File: src/rtl/serial_adder_ctrl.sv
// serial_adder_ctrl: bit-serial add sequencer that feeds an external 1-bit full-adder cell LSB first
module serial_adder_ctrl #(
    parameter int WIDTH = 8
) (
    input  logic             clk,
    input  logic             rst_n,
    input  logic             start,
    input  logic [WIDTH-1:0] a_in,
    input  logic [WIDTH-1:0] b_in,
    input  logic             c_in,
    output logic             busy,
    output logic             done,
    output logic [WIDTH-1:0] sum_out,
    output logic             c_out,
    output logic             fa_a,
    output logic             fa_b,
    output logic             fa_cin,
    input  logic             fa_sum,
    input  logic             fa_cout
);
    localparam int CW = $clog2(WIDTH);

    typedef enum logic [1:0] {IDLE, SHIFT, DONE} state_t;

    state_t           state_q, state_d;
    logic [WIDTH-1:0] a_sr_q, a_sr_d;
    logic [WIDTH-1:0] b_sr_q, b_sr_d;
    logic [WIDTH-1:0] sum_sr_q, sum_sr_d;
    logic [WIDTH-1:0] sum_out_q, sum_out_d;
    logic             carry_q, carry_d;
    logic             c_out_q, c_out_d;
    logic [CW-1:0]    cnt_q, cnt_d;
    logic             in_shift;
    logic             last_bit;

    assign in_shift = (state_q == SHIFT);
    assign last_bit = (cnt_q == CW'(WIDTH - 1));
    assign busy     = (state_q != IDLE);
    assign done     = (state_q == DONE);
    assign sum_out  = sum_out_q;
    assign c_out    = c_out_q;
    assign fa_a     = in_shift & a_sr_q[0];
    assign fa_b     = in_shift & b_sr_q[0];
    assign fa_cin   = in_shift & carry_q;

    // State and datapath registers; reset aborts any add in flight and clears the result
    always_ff @(posedge clk or negedge rst_n) begin
        if (!rst_n) begin
            state_q   <= IDLE;
            a_sr_q    <= '0;
            b_sr_q    <= '0;
            sum_sr_q  <= '0;
            sum_out_q <= '0;
            carry_q   <= 1'b0;
            c_out_q   <= 1'b0;
            cnt_q     <= '0;
        end else begin
            state_q   <= state_d;
            a_sr_q    <= a_sr_d;
            b_sr_q    <= b_sr_d;
            sum_sr_q  <= sum_sr_d;
            sum_out_q <= sum_out_d;
            carry_q   <= carry_d;
            c_out_q   <= c_out_d;
            cnt_q     <= cnt_d;
        end
    end

    // Next-state: capture on start, shift one bit per clock, publish result on the last bit
    always_comb begin
        state_d   = state_q;
        a_sr_d    = a_sr_q;
        b_sr_d    = b_sr_q;
        sum_sr_d  = sum_sr_q;
        sum_out_d = sum_out_q;
        carry_d   = carry_q;
        c_out_d   = c_out_q;
        cnt_d     = cnt_q;
        case (state_q)
            IDLE: begin
                if (start) begin
                    a_sr_d  = a_in;
                    b_sr_d  = b_in;
                    carry_d = c_in;
                    cnt_d   = '0;
                    state_d = SHIFT;
                end
            end
            SHIFT: begin
                carry_d  = fa_cout;
                sum_sr_d = {fa_sum, sum_sr_q[WIDTH-1:1]};
                a_sr_d   = a_sr_q >> 1;
                b_sr_d   = b_sr_q >> 1;
                cnt_d    = last_bit ? cnt_q : cnt_q + CW'(1);
                if (last_bit) begin
                    sum_out_d = {fa_sum, sum_sr_q[WIDTH-1:1]};
                    c_out_d   = fa_cout;
                    state_d   = DONE;
                end
            end
            DONE:    state_d = IDLE;
            default: state_d = IDLE;
        endcase
    end
endmodule

File: config.mk
export PLATFORM = sky130hd
export DESIGN_NAME = serial_adder_ctrl
export DESIGN_NICKNAME = d
export VERILOG_FILES = /design/src/rtl/serial_adder_ctrl.sv
export SDC_FILE = /design/constraint.sdc
export NUM_CORES = 1
export LEC_CHECK = 0
export CAP_MARGIN = 20
export CORE_MARGIN = 2
export CORE_UTILIZATION = 40
export CTS_CLUSTER_DIAMETER = 100
export CTS_CLUSTER_SIZE = 20
export DETAILED_ROUTE_END_ITERATION = 10
export GPL_TIMING_DRIVEN = 0
export PLACE_DENSITY = 0.68
export RECOVER_POWER = 50
export SYNTH_ARGS = -nofsm -noshare
export SYNTH_HDL_FRONTEND = slang
export SYNTH_SLANG_ARGS = --single-unit
File: constraint.sdc
create_clock -name clk -period 1.5 [get_ports clk]
set_clock_uncertainty 0.05 [all_clocks]
set_input_delay 0.225 -clock clk [delete_from_list [all_inputs] [get_ports clk]]
set_output_delay 0.225 -clock clk [all_outputs]
set_load 0.05 [all_outputs]
# Yosys cells after proc, flatten, opt, wreduce, memory -nomap -nowiden
# Cells that the tools add are included.
dict set report totals {
  register_bits 39
  inputBits 22
  word_cells 37
  output_inout_bits 14
}
dict set report op_classes {
  n_bitwise 3
  reduce_logical 7
  n_eq_ne 6
  n_addsub 1
  mux 12
}
# cell n
set op_table {}
lappend op_table {{$pmux W8 S2} 2}
lappend op_table {{$mux W8} 2}
lappend op_table {{$mux W3} 2}
lappend op_table {{$pmux W3 S2} 1}
lappend op_table {{$reduce_and A2 Y1} 3}
lappend op_table {{$mux W2} 2}
lappend op_table {{$ne A2 B2 Y1 const B} 2}
lappend op_table {{$pmux W2 S2} 1}
lappend op_table {{$reduce_bool A2 Y1} 2}
lappend op_table {{$add A3 B1 Y3 const B} 1}
lappend op_table {{$and A1 B1 Y1} 3}
lappend op_table {{$eq A3 B3 Y1 const B} 1}
lappend op_table {{$reduce_and A3 Y1} 1}
lappend op_table {{$eq A2 B1 Y1 const B} 1}
lappend op_table {{$eq A2 B2 Y1 const B} 1}
lappend op_table {{$logic_not A2 Y1} 1}
lappend op_table {{$ne A2 B1 Y1 const B} 1}
lappend op_table {{$pmux W1 S2} 1}
lappend op_table {{$mux W1} 1}

# Longest topological paths before layout
# Gate-level depths: netlist of run 1.
dict set report depth {
  ltp_word 3
  mapped_depth 5
  mapped_depth_nobuf 4
}

# Worst setup path before layout of run 1
# No wires, ideal clock.
dict set report synth_timing {
  path_type {register to output}
  start {register state_q[1]}
  end {output done}
  path_stages_with_launch 4
  arrival_ns 1.534
  required_time_ns 1.225
  slack_ns -0.309
  n_path_buf 2
  path_cell_list {dfrtp_1 > buf_2 > clkbuf_1 > nor2b_1}
}
dict set report synth_via {
  elab_chain_len 1
}
# element line_no
set synth_rtl {}
lappend synth_rtl {{start, declared} 25} ;# state_t state_q, state_d;
lappend synth_rtl {{start signal, assigned} 58} ;# state_q <= state_d;
lappend synth_rtl {{$eq A2 B2 Y1} 39} ;# assign done = (state_q == DONE);
lappend synth_rtl {{end, declared} 12} ;# output logic done,
# Every way passes these cells.

# Final worst setup path of run 1
dict set report layout_timing {
  start {register state_q[0]}
  end {output busy}
}
dict set report layout_via {
  elab_chain_len 1
}
# element line_no
set layout_rtl {}
lappend layout_rtl {{$reduce_bool A2 Y1} 38} ;# assign busy = (state_q != IDLE);
lappend layout_rtl {{end, declared} 11} ;# output logic busy,
# Every way passes these cells.

==> summary.md, run 1 <==
| Metric | Value |
|---|---|
| Slew margin rel. | `0.376` |
| # setup viols final | `15` |
| MaxCap Viol Count | `0` |
| Skew-Pair Late Insertion Delay | `0.28 ns` |
| LEAKAGE | `0.00127 uW` |
| Most instantiated cells after synthesis | `dfrtp_1 (38), mux2_2 (16), inv_1 (14), nor3b_1 (13), nor4b_1 (12)` |
| Die X | `71.5 um` |
| CTS Hold Buffers Added | `0` |
| # IOs | `36` |
| Gpl congestion | `0.775` |
| Synth Instances | `152` |
| DIE HEIGHT | `71.5 um` |
| WL per Instance | `17.9 um` |
| IO buf count | `35` |
| Count leader, synth | `dfrtp_1` |
| DRT iter0 DRCs | `108` |
| Total power | `5890 uW` |
| Total track usage | `0.197` |
| EDFF count, synth | `0` |
| Worst R2R Setup Slack | `-0.05 ns` |
| Crit path cell chain | `buf_6 > clkbuf_16 > or2_4 > buf_8` |
| Final design utilization | `0.632` |
| Nets | `234` |
| HP Class | `primary input to asynchronous set/reset pin` |
| Clock sink total | `38` |
| N_diodes | `0` |
| Largest net degree at the start of global routing | `39` |
| Detailed Route WL | `4.71 mm` |
| FFs w/ async S/R, synth | `1.00` |
| Kind of critical path | `register to output port` |
| Clock-pin transition on the worst setup and hold timing paths | `0.07 ns` |
| Share of cells above drive strength 1 | `0.422` |
| Number of global-route vias before repair | `1602` |
| Final hold violation count | `0` |
| DIE AREA | `5110 sq um` |
| Reg2reg end | `sum_out[3]` |
| DRC | `0` |
| Seq/Total Area, Yosys | `0.522` |
| Fin. max-slew vios | `0` |
| Final worst path period share | `1.11` |
| Top_reg_cell synth | `dfrtp_1` |
| Tmin final | `1.67 ns` |
| Core ar. | `4380 sq um` |
| Worst path required time | `1.22 ns` |
| Ys Warns | `0` |
| Worst Max-Slew Pin Slew | `0.936 ns` |
| CP Max Fanout | `3` |
| Reg-to-Reg Start | `cnt_q[0]` |
| Yosys reg bits | `38` |
| Area leader, netlist | `dfrtp_1` |
| Crit path capture | `busy` |
| Area growth syn-to-layout | `52.1%` |
| Vias per cell | `5.52` |
| Max Buffers Root-to-Sink | `2` |
| Setup crit end kind | `output port` |
| Synth unique cells | `28` |
| CP max stage delay | `0.44 ns` |
| Cell Pwr Density | `2120 nW/um^2` |
| Via count | `1452` |
| Status | `finished, violations left` |
| Largest cells by area after synthesis | `dfrtp_1 (52%), mux2_2 (9.9%), nor4b_1 (5.8%), nor3b_1 (5.4%), a211oi_1 (4.5%)` |
| Row count | `24` |
| Failing checks | `setup timing` |
| Max Freq | `600 MHz` |
| First-pass iteration count of the detailed router | `6` |
| Htree depth | `2` |
| Startpoint types | `register` |
| Syn nets | `176` |
| Post-synthesis instance area | `1820 sq um` |
| Cts bufs inserted | `5` |
| Crit path from | `state_q[0]` |
| Post-route ant nets | `0` |
| Post-DP HPWL | `2.84 mm` |
| Synth Area per Inst | `12.0 sq um` |
| CTS tree | `done` |
| Initial Utilization | `0.416` |
| Slowest cell on crit path | `dfrtp_2` |
| R2R cell count | `5` |
| Root Buffer | `clkbuf_8` |
| First-pass GRT wire length | `7.75 mm` |
| Area share of the largest cell type after synthesis | `0.522` |
| Critical path arrival | `1.39 ns` |
| Final worst slack | `-0.167 ns` |
| RSZ-0062 raised after global routing | `true` |
| Worst VDD drop | `0.00110 V` |
| Gr ovfl total | `0` |
| Initial antenna violation count | `0` |
-- power breakdown --
group | internal (uW) | switching [uW] | total [uW]
registers | 1510 | 298 | 1810
logic | 1550 | 1680 | 3230
clock network | 489 | 355 | 844
-- cells by family (layout without fill, tap and decap cells) --
group / count (synthesis) / count (layout) / synth area share
multiplexers: 16 / 16 / 0.0989
AND/OR/NAND/NOR: 46 / 46 / 0.192
flip-flops: 38 / 38 / 0.522
AO/OA/AOI/OAI: 23 / 23 / 0.106
adder cells (fa/ha/maj): 2 / 2 / 0.0137
buffers and inverters: 27 / 86 / 0.0666
-- worst min path at each step --
stage / startpoint / to / slack (ns) / cells after the start
3_3_place_gp: sum_sr_q[1] / sum_sr_q[1] / 0.44 / 1
4_1_cts: rst_n / a_sr_q[0] / 0.02 / 1
5_1_grt: rst_n / a_sr_q[0] / 0.09 / 1
6_report: rst_n / a_sr_q[0] / 0.01 / 1
2_1_floorplan: rst_n / a_sr_q[0] / -0.12 / 0
3_5_place_dp: rst_n / a_sr_q[0] / 0.33 / 1
-- flip-flops by register name, indices dropped and copies added, names as in the netlist --
| signal | count |
|---|---|
| a_sr_q | 8 |
| b_sr_q | 8 |
| c_out | 1 |
| carry_q | 1 |
| cnt_q | 3 |
| state_q | 2 |
| sum_out | 8 |
| sum_sr_q | 7 |
-- layer usage --
layer	GRT usage	up-vias	part of all wire
met5	0	-	0
li1	-	674	-
met2	0.331	43	0.49
met1	0.253	725	0.44
met4	0.0797	0	0.020
met3	0.0352	10	0.048
-- worst max-delay path, delay by kind of cell (launching register included) --
kind / cells / cell delay, ns
buffers and inverters: 3 / 0.43
DFF: 1 / 0.44
and+or+nand+nor: 1 / 0.24
-- metrics by stage --
stage / hold WS (ns) / worst slack (ns) / std cells / area (sq um) / setup TNS [ns]
after floorplan: -0.121 / -0.154 / 152 / 1830 / -0.379
after global placement: 0.435 / -0.720 / 239 / 2250 / -34.27
after detailed placement: 0.334 / -0.760 / 239 / 2240 / -8.13
after CTS: 0.0215 / -0.153 / 262 / 2630 / -0.499
after global routing: 0.0937 / -0.198 / 263 / 2770 / -1.36
final: 0.0143 / -0.167 / 263 / 2770 / -0.770
-- cell usage in the layout, fill, tap and decap left out, types with 2 or more instances in the layout --
cell type        netlist  routed
clkdlybuf4s50_1        0      20
clkbuf_8               0       5
a211o_1                3       3
nand3_1                2       2
mux2_2                16       7
o221ai_1               2       2
buf_6                  1      12
dfrtp_1               38      37
nor2_4                 0       2
nor3b_1               13      13
buf_8                  0       2
clkbuf_2               0       2
clkbuf_16              0       2
buf_2                  7       2
nor4b_2                0       7
mux2_4                 0       9
buf_4                  1      14
or4b_1                 2       2
clkinv_2               0       2
a211oi_1              11      11
o221a_2                4       3
nor4b_4                0       4
nor4bb_1               2       2
nand2b_1               5       4
inv_1                 14      14
or4b_4                 0       2
dlygate4sd2_1          0       8
-- layout make-up --
cell class	count	area [sq um]
Clock buffer	5	68.8
Timing Repair Buffer	52	499
Inverter	14	52.6
Fill cell	352	1610
Multi-Input combinational cell	87	965
Tap cell	52	65.1
Sequential cell	38	952
Clock inverter	3	40.0
Buffer	12	129
-- timing repair --
action	4_1_cts	5_1_grt
gates resized for setup	86	32
gates cloned	1	0
setup buffers	14	4
pin swaps	5	8
endpoints found under the setup margin	30	31
Note: power is estimated with default switching activity, not from simulation.
==> run 2: changes to the inputs <==
--- a/config.mk
+++ b/config.mk
@@ -6,13 +6,14 @@
 export NUM_CORES = 1
 export LEC_CHECK = 0
 export CAP_MARGIN = 20
+export CORE_ASPECT_RATIO = 2
 export CORE_MARGIN = 2
 export CORE_UTILIZATION = 40
 export CTS_CLUSTER_DIAMETER = 100
 export CTS_CLUSTER_SIZE = 20
 export DETAILED_ROUTE_END_ITERATION = 10
 export GPL_TIMING_DRIVEN = 0
-export PLACE_DENSITY = 0.68
+export PLACE_DENSITY = 0.65
 export RECOVER_POWER = 50
 export SYNTH_ARGS = -nofsm -noshare
 export SYNTH_HDL_FRONTEND = slang
==> constraint.sdc (replaced) <==
create_clock -name clk -period 1.6 [get_ports clk]
set_clock_uncertainty 0.05 [all_clocks]
set_input_delay 0.24 -clock clk [delete_from_list [all_inputs] [get_ports clk]]
set_output_delay 0.24 -clock clk [all_outputs]
set_load 0.05 [all_outputs]
==> summary.md, run 2 (same netlist as run 1, synthesis figures left out) <==
| Metric | Value |
|---|---|
| Nets | `233` |
| WL per Instance | `18.1 um` |
| # setup viols final | `1` |
| Failing checks | `setup timing` |
| Initial antenna violation count | `0` |
| CTS tree | `done` |
| Most frequent cells in the layout | `dfrtp_1 (37), clkdlybuf4s50_1 (20), buf_4 (15), inv_1 (14), nor3b_1 (13)` |
| Gpl congestion | `0.778` |
| Area growth syn-to-layout | `43.8%` |
| Max Buffers Root-to-Sink | `2` |
| Worst path required time | `1.31 ns` |
| Final worst slack | `-0.0782 ns` |
| N_diodes | `0` |
| LEAKAGE | `0.00120 uW` |
| Largest net degree at the start of global routing | `39` |
| Status | `finished, violations left` |
| Placed cells | `241` |
| Post-route ant nets | `0` |
| CTS Hold Buffers Added | `0` |
| Worst Max-Slew Pin Slew | `0.944 ns` |
| Number of global-route vias before repair | `1569` |
| Critical path arrival | `1.39 ns` |
| Via count | `1435` |
| Clock-pin transition on the worst setup and hold timing paths | `0.08 ns` |
| First-pass iteration count of the detailed router | `4` |
| Vias per cell | `5.44` |
| IO buf count | `35` |
| DRC | `0` |
| Final design utilization | `0.598` |
| Skew-Pair Late Insertion Delay | `0.29 ns` |
| HP Class | `primary input to asynchronous set/reset pin` |
| Fin. max-slew vios | `0` |
| Design area | `2620 sq um` |
| Initial Utilization | `0.416` |
| DIE HEIGHT | `99.4 um` |
| First-pass GRT wire length | `7.77 mm` |
| Final hold violation count | `0` |
| Cts bufs inserted | `5` |
| Placed Area | `2240 sq um` |
| Detailed Route WL | `4.78 mm` |
| Worst VDD drop | `0.00114 V` |
| Post-DP HPWL | `3.03 mm` |
| RSZ-0062 raised after global routing | `true` |
| # IOs | `36` |
| Startpoint types | `register` |
| Root Buffer | `clkbuf_8` |
| Share of cells above drive strength 1 | `0.371` |
| Cell Count, Final, Fillers Out | `264` |
| Total power | `5240 uW` |
| Row count | `34` |
| Total track usage | `0.206` |
| Htree depth | `2` |
| Tmin final | `1.68 ns` |
| CP Max Fanout | `5` |
| Max Freq | `596 MHz` |
| Gr ovfl total | `0` |
| Setup crit end kind | `output port` |
| Kind of critical path | `register to output port` |
| Final worst path period share | `1.05` |
| Cell Pwr Density | `2000 nW/um^2` |
| Most common cell after layout, fill and taps aside | `dfrtp_1` |
| MaxCap Viol Count | `0` |
| DRT iter0 DRCs | `31` |
| DIE AREA | `5140 sq um` |
| Clock sink total | `38` |
| Setup TNS | `-0.0782 ns` |
| Core ar. | `4380 sq um` |
| Slew margin rel. | `0.371` |
| Die X | `51.7 um` |
-- run 2: worst paths after layout --
kind	endpoint	cells past startpoint	from	slack [ns]
max in group asynchronous	state_q[0]	1	rst_n	0.82
max reg2reg	sum_out[7]	5	cnt_q[1]	0.03
min in group clk	sum_out[6]	1	sum_out[6]	0.46
max	busy	4	state_q[0]	-0.08
min	b_sr_q[0]	1	rst_n	0.03
min reg2reg	sum_out[6]	1	sum_out[6]	0.46
-- run 2: final cells by class --
class                           count  area (sq um)
Inverter                           14          52.6
Clock buffer                        5          68.8
Timing Repair Buffer               51           475
Buffer                             12           121
Tap cell                           54          67.6
Multi-Input combinational cell     87           861
Fill cell                         356          1760
Clock inverter                      3          21.3
Sequential cell                    38           952
-- run 2: where the power goes --
part | internal [uW] | switching, uW
Clock | 306 | 362
Sequential | 1420 | 284
Combinational | 1350 | 1520
-- run 2: stage by stage --
| step | setup WS [ns] | hold WS [ns] |
|---|---|---|
| 2_1_floorplan | -0.0689 | -0.106 |
| 3_3_place_gp | -0.688 | 0.435 |
| 3_5_place_dp | -0.728 | 0.346 |
| 4_1_cts | -0.0903 | 0.0240 |
| 5_1_grt | -0.107 | 0.103 |
| 6_report | -0.0782 | 0.0264 |
-- run 2: layer usage --
metal	GRT usage	up-vias	routed length (um)
met1	0.226	707	1920
met3	0.0435	8	197
met4	0.0810	0	87
met2	0.371	48	2580
met5	0	-	0
li1	-	672	-
-- run 2: what timing repair did --
item / in CTS / in global routing
buffers inserted: 13 / 2
pin swaps: 1 / 3
setup endpoints to repair: 24 / 19
cloned: 1 / 0
hold endpoints to repair: 0 / 0
resized for setup: 71 / 21
-- run 2: critical path, cell delays in order (launching register included) --
cell and delay, ns:
dfrtp_2 0.43, buf_6 0.14, clkbuf_16 0.14, or2_4 0.24, buf_8 0.15
==> run 3: changes to the inputs <==
--- a/config.mk
+++ b/config.mk
@@ -5,6 +5,7 @@
 export SDC_FILE = /design/constraint.sdc
 export NUM_CORES = 1
 export LEC_CHECK = 0
+export ABC_AREA = 1
 export CAP_MARGIN = 20
 export CORE_ASPECT_RATIO = 2
 export CORE_MARGIN = 2
@@ -13,7 +14,7 @@
 export CTS_CLUSTER_SIZE = 20
 export DETAILED_ROUTE_END_ITERATION = 10
 export GPL_TIMING_DRIVEN = 0
-export PLACE_DENSITY = 0.65
+export PLACE_DENSITY = 0.66
 export RECOVER_POWER = 50
 export SYNTH_ARGS = -nofsm -noshare
 export SYNTH_HDL_FRONTEND = slang
==> summary.md, run 3 <==
| Metric | Value |
|---|---|
| Ys Warns | `0` |
| MaxCap Viol Count | `0` |
| # IOs | `36` |
| CP max stage delay | `0.40 ns` |
| Critical path arrival | `1.28 ns` |
| Largest family of logic cells by synthesized area | `simple AND/OR/NAND/NOR gates` |
| DRT iter0 DRCs | `16` |
| Total power | `4640 uW` |
| Final worst path period share | `0.982` |
| Root Buffer | `clkbuf_8` |
| Die X | `51.0 um` |
| Clock sink total | `38` |
| Initial antenna violation count | `0` |
| Largest net degree at the start of global routing | `39` |
| # setup viols final | `0` |
| Worst VDD drop | `0.00105 V` |
| N_diodes | `0` |
| Crit path cell chain | `buf_6 > nor2_2 > inv_1 > buf_2` |
| CP Max Fanout | `6` |
| Share of total power in the clock network | `0.164` |
| Total track usage | `0.177` |
| Most instantiated cells after synthesis | `nand2_1 (56), nand3_1 (43), dfrtp_1 (38), inv_1 (26), o21ai_2 (8)` |
| Area growth syn-to-layout | `33.6%` |
| Row count | `34` |
| Detailed Route WL | `3.97 mm` |
| DIE AREA | `5000 sq um` |
| Status | `completed` |
| Design area | `2360 sq um` |
| First-pass GRT wire length | `6.78 mm` |
| Most common cell after layout, fill and taps aside | `nand2_1` |
| LEAKAGE | `0.00121 uW` |
| EDFF count, synth | `0` |
| Worst Max-Slew Pin Slew | `0.928 ns` |
| Area share of the largest cell type after synthesis | `0.538` |
| First-pass iteration count of the detailed router | `4` |
| Startpoint types | `register` |
| DIE HEIGHT | `98.0 um` |
| HP Class | `primary input to asynchronous set/reset pin` |
| Cell Pwr Density | `1970 nW/um^2` |
| Share of cells above drive strength 1 | `0.175` |
| XOR/XNOR Fraction of Synth Area | `0` |
| DP Worst Slack | `-0.524 ns` |
| Area leader, netlist | `dfrtp_1` |
| Worst path required time | `1.31 ns` |
| Nets | `280` |
| Kind of critical path | `register to output port` |
| Post-Synth Adder-Cell Area | `0.0142` |
| Largest cells by area after synthesis | `dfrtp_1 (54%), nand3_1 (12%), nand2_1 (12%), inv_1 (5.5%), o21ai_2 (4.0%)` |
| Complex-gate fraction of the synthesized area | `0.0595` |
| Seq pwr share | `0.345` |
| Number of global-route vias before repair | `1589` |
| Cts bufs inserted | `5` |
| Htree depth | `2` |
| Post-DP HPWL | `2.82 mm` |
| Most frequent cells in the layout | `nand2_1 (56), nand3_1 (43), dfrtp_1 (38), inv_1 (26), clkdlybuf4s50_1 (20)` |
| Post-route ant nets | `0` |
| Synth unique cells | `18` |
| Synth Instances | `208` |
| Psw | `2040 uW` |
| Worst path depth | `4` |
| Count leader, synth | `nand2_1` |
| R2R cell count | `6` |
| Worst R2R Setup Slack | `0.15 ns` |
| Max Freq | `637 MHz` |
| Comb pwr share | `0.491` |
| Slew margin rel. | `0.382` |
| Core ar. | `4300 sq um` |
| Final hold violation count | `0` |
| Post-synthesis instance area | `1770 sq um` |
| Initial Utilization | `0.411` |
| Syn nets | `232` |
| Gr ovfl total | `0` |
| FFs w/ async S/R, synth | `1.00` |
| DRC | `0` |
| Synth Area per Inst | `8.49 sq um` |
| IO buf count | `35` |
| Synth Area in Simple Gates | `0.291` |
| Int Pwr | `2600 uW` |
| Top_reg_cell synth | `dfrtp_1` |
| Final worst slack | `0.0295 ns` |
| Clock-pin transition on the worst setup and hold timing paths | `0.07 ns` |
| Seq/Total Area, Yosys | `0.538` |
| Fin. max-slew vios | `0` |
| CTS tree | `done` |
| Max Buffers Root-to-Sink | `2` |
| Delay-heaviest family, CP | `buffers and inverters` |
| Placed Area | `2180 sq um` |
| RSZ-0062 raised after global routing | `true` |
| Worst path bufs/invs | `3` |
| Final design utilization | `0.549` |
| Via count | `1523` |
| WL per Instance | `12.8 um` |
| Gpl congestion | `0.764` |
| Setup crit end kind | `output port` |
| Filler cells | `444` |
| Tmin final | `1.57 ns` |
| Multiplexer area fraction after synthesis | `0` |
| Switching fraction of total power | `0.439` |
| Yosys reg bits | `38` |
| Slowest cell on crit path | `dfrtp_1` |
| Skew-Pair Late Insertion Delay | `0.28 ns` |
| Vias per cell | `4.90` |
run 3: cell types whose count changed in the layout (fill, tap and decap cells not counted), sizes merged, moves of 13 or more:
| cell | delta |
|---|---|
| nor3b | -13 |
| nand3 | +41 |
| o21ai | +15 |
| nand2 | +59 |
| mux2 | -16 |
| inv | +14 |
run 3: worst reg2reg max path, cell delays in order, from the launching register on:
cell and delay, ns:
dfrtp_1 0.43, buf_4 0.16, nor2_4 0.24, nand2_4 0.15
buf_6 0.19, nand2_1 0.07, o21ai_2 0.05
run 3: final timing paths:
| kind | start | end |
|---|---|---|
| worst max register to register | state_q[1] | sum_out[7] |
| worst min-delay path | rst_n | sum_out[2] |
| worst max-delay path | state_q[0] | busy |
| max in group asynchronous | rst_n | sum_out[7] |
| min in group clk | cnt_q[1] | cnt_q[1] |
| worst min register to register | cnt_q[1] | cnt_q[1] |
run 3: cell type report:
type                       count  area [sq um]  area share
timing repair buffer          42           387       0.164
clock buffer                   8           110      0.0467
tap                           54          67.6      0.0286
multi-input combinational    131           668       0.283
inverter                      30           115      0.0488
sequential                    38           951       0.403
buffer                         8          61.3      0.0260
run 3: through the flow:
stage,TNS [ns],instances,hold WS (ns)
3_5_place_dp,-2.17,297,0.343
6_report,0,311,0.0255
5_1_grt,-0.0332,311,0.104
2_1_floorplan,-0.399,208,-0.106
4_1_cts,0,307,0.0303
3_3_place_gp,-29.20,297,0.407
run 3: routing by layer:
metal  global-route usage  wire length, um  up-vias
li1                     -                -      759
met2                0.321             2180       36
met4               0.0748               93        0
met1                0.188             1560      719
met5                    0                0        -
met3               0.0398              134        9
run 3: timing repair:
| item | in CTS | in global routing |
|---|---|---|
| gates resized for setup | 44 | 8 |
| hold buffers | 0 | 0 |
| setup endpoints to repair | 14 | 5 |
| setup buffers | 3 | 4 |
run 3: cells by family (layout without fill, tap and decap cells):
| logic type | after synthesis | count (layout) |
|---|---|---|
| and+or+nand+nor | 114 | 114 |
| DFF | 38 | 38 |
| adders and majority gates | 2 | 2 |
| buffers and inverters | 39 | 88 |
| AOI/OAI and AO/OA | 15 | 15 |
run 3: power groups by stage:
stage / Combinational, uW / Sequential [uW] / Clock (uW)
2_1_floorplan: 1250 / 1920 / 0
3_3_place_gp: 2210 / 1620 / 0
4_1_cts: 2210 / 1600 / 780
6_report: 2280 / 1600 / 760
5_1_grt: 2510 / 1660 / 817
3_5_place_dp: 2240 / 1620 / 0
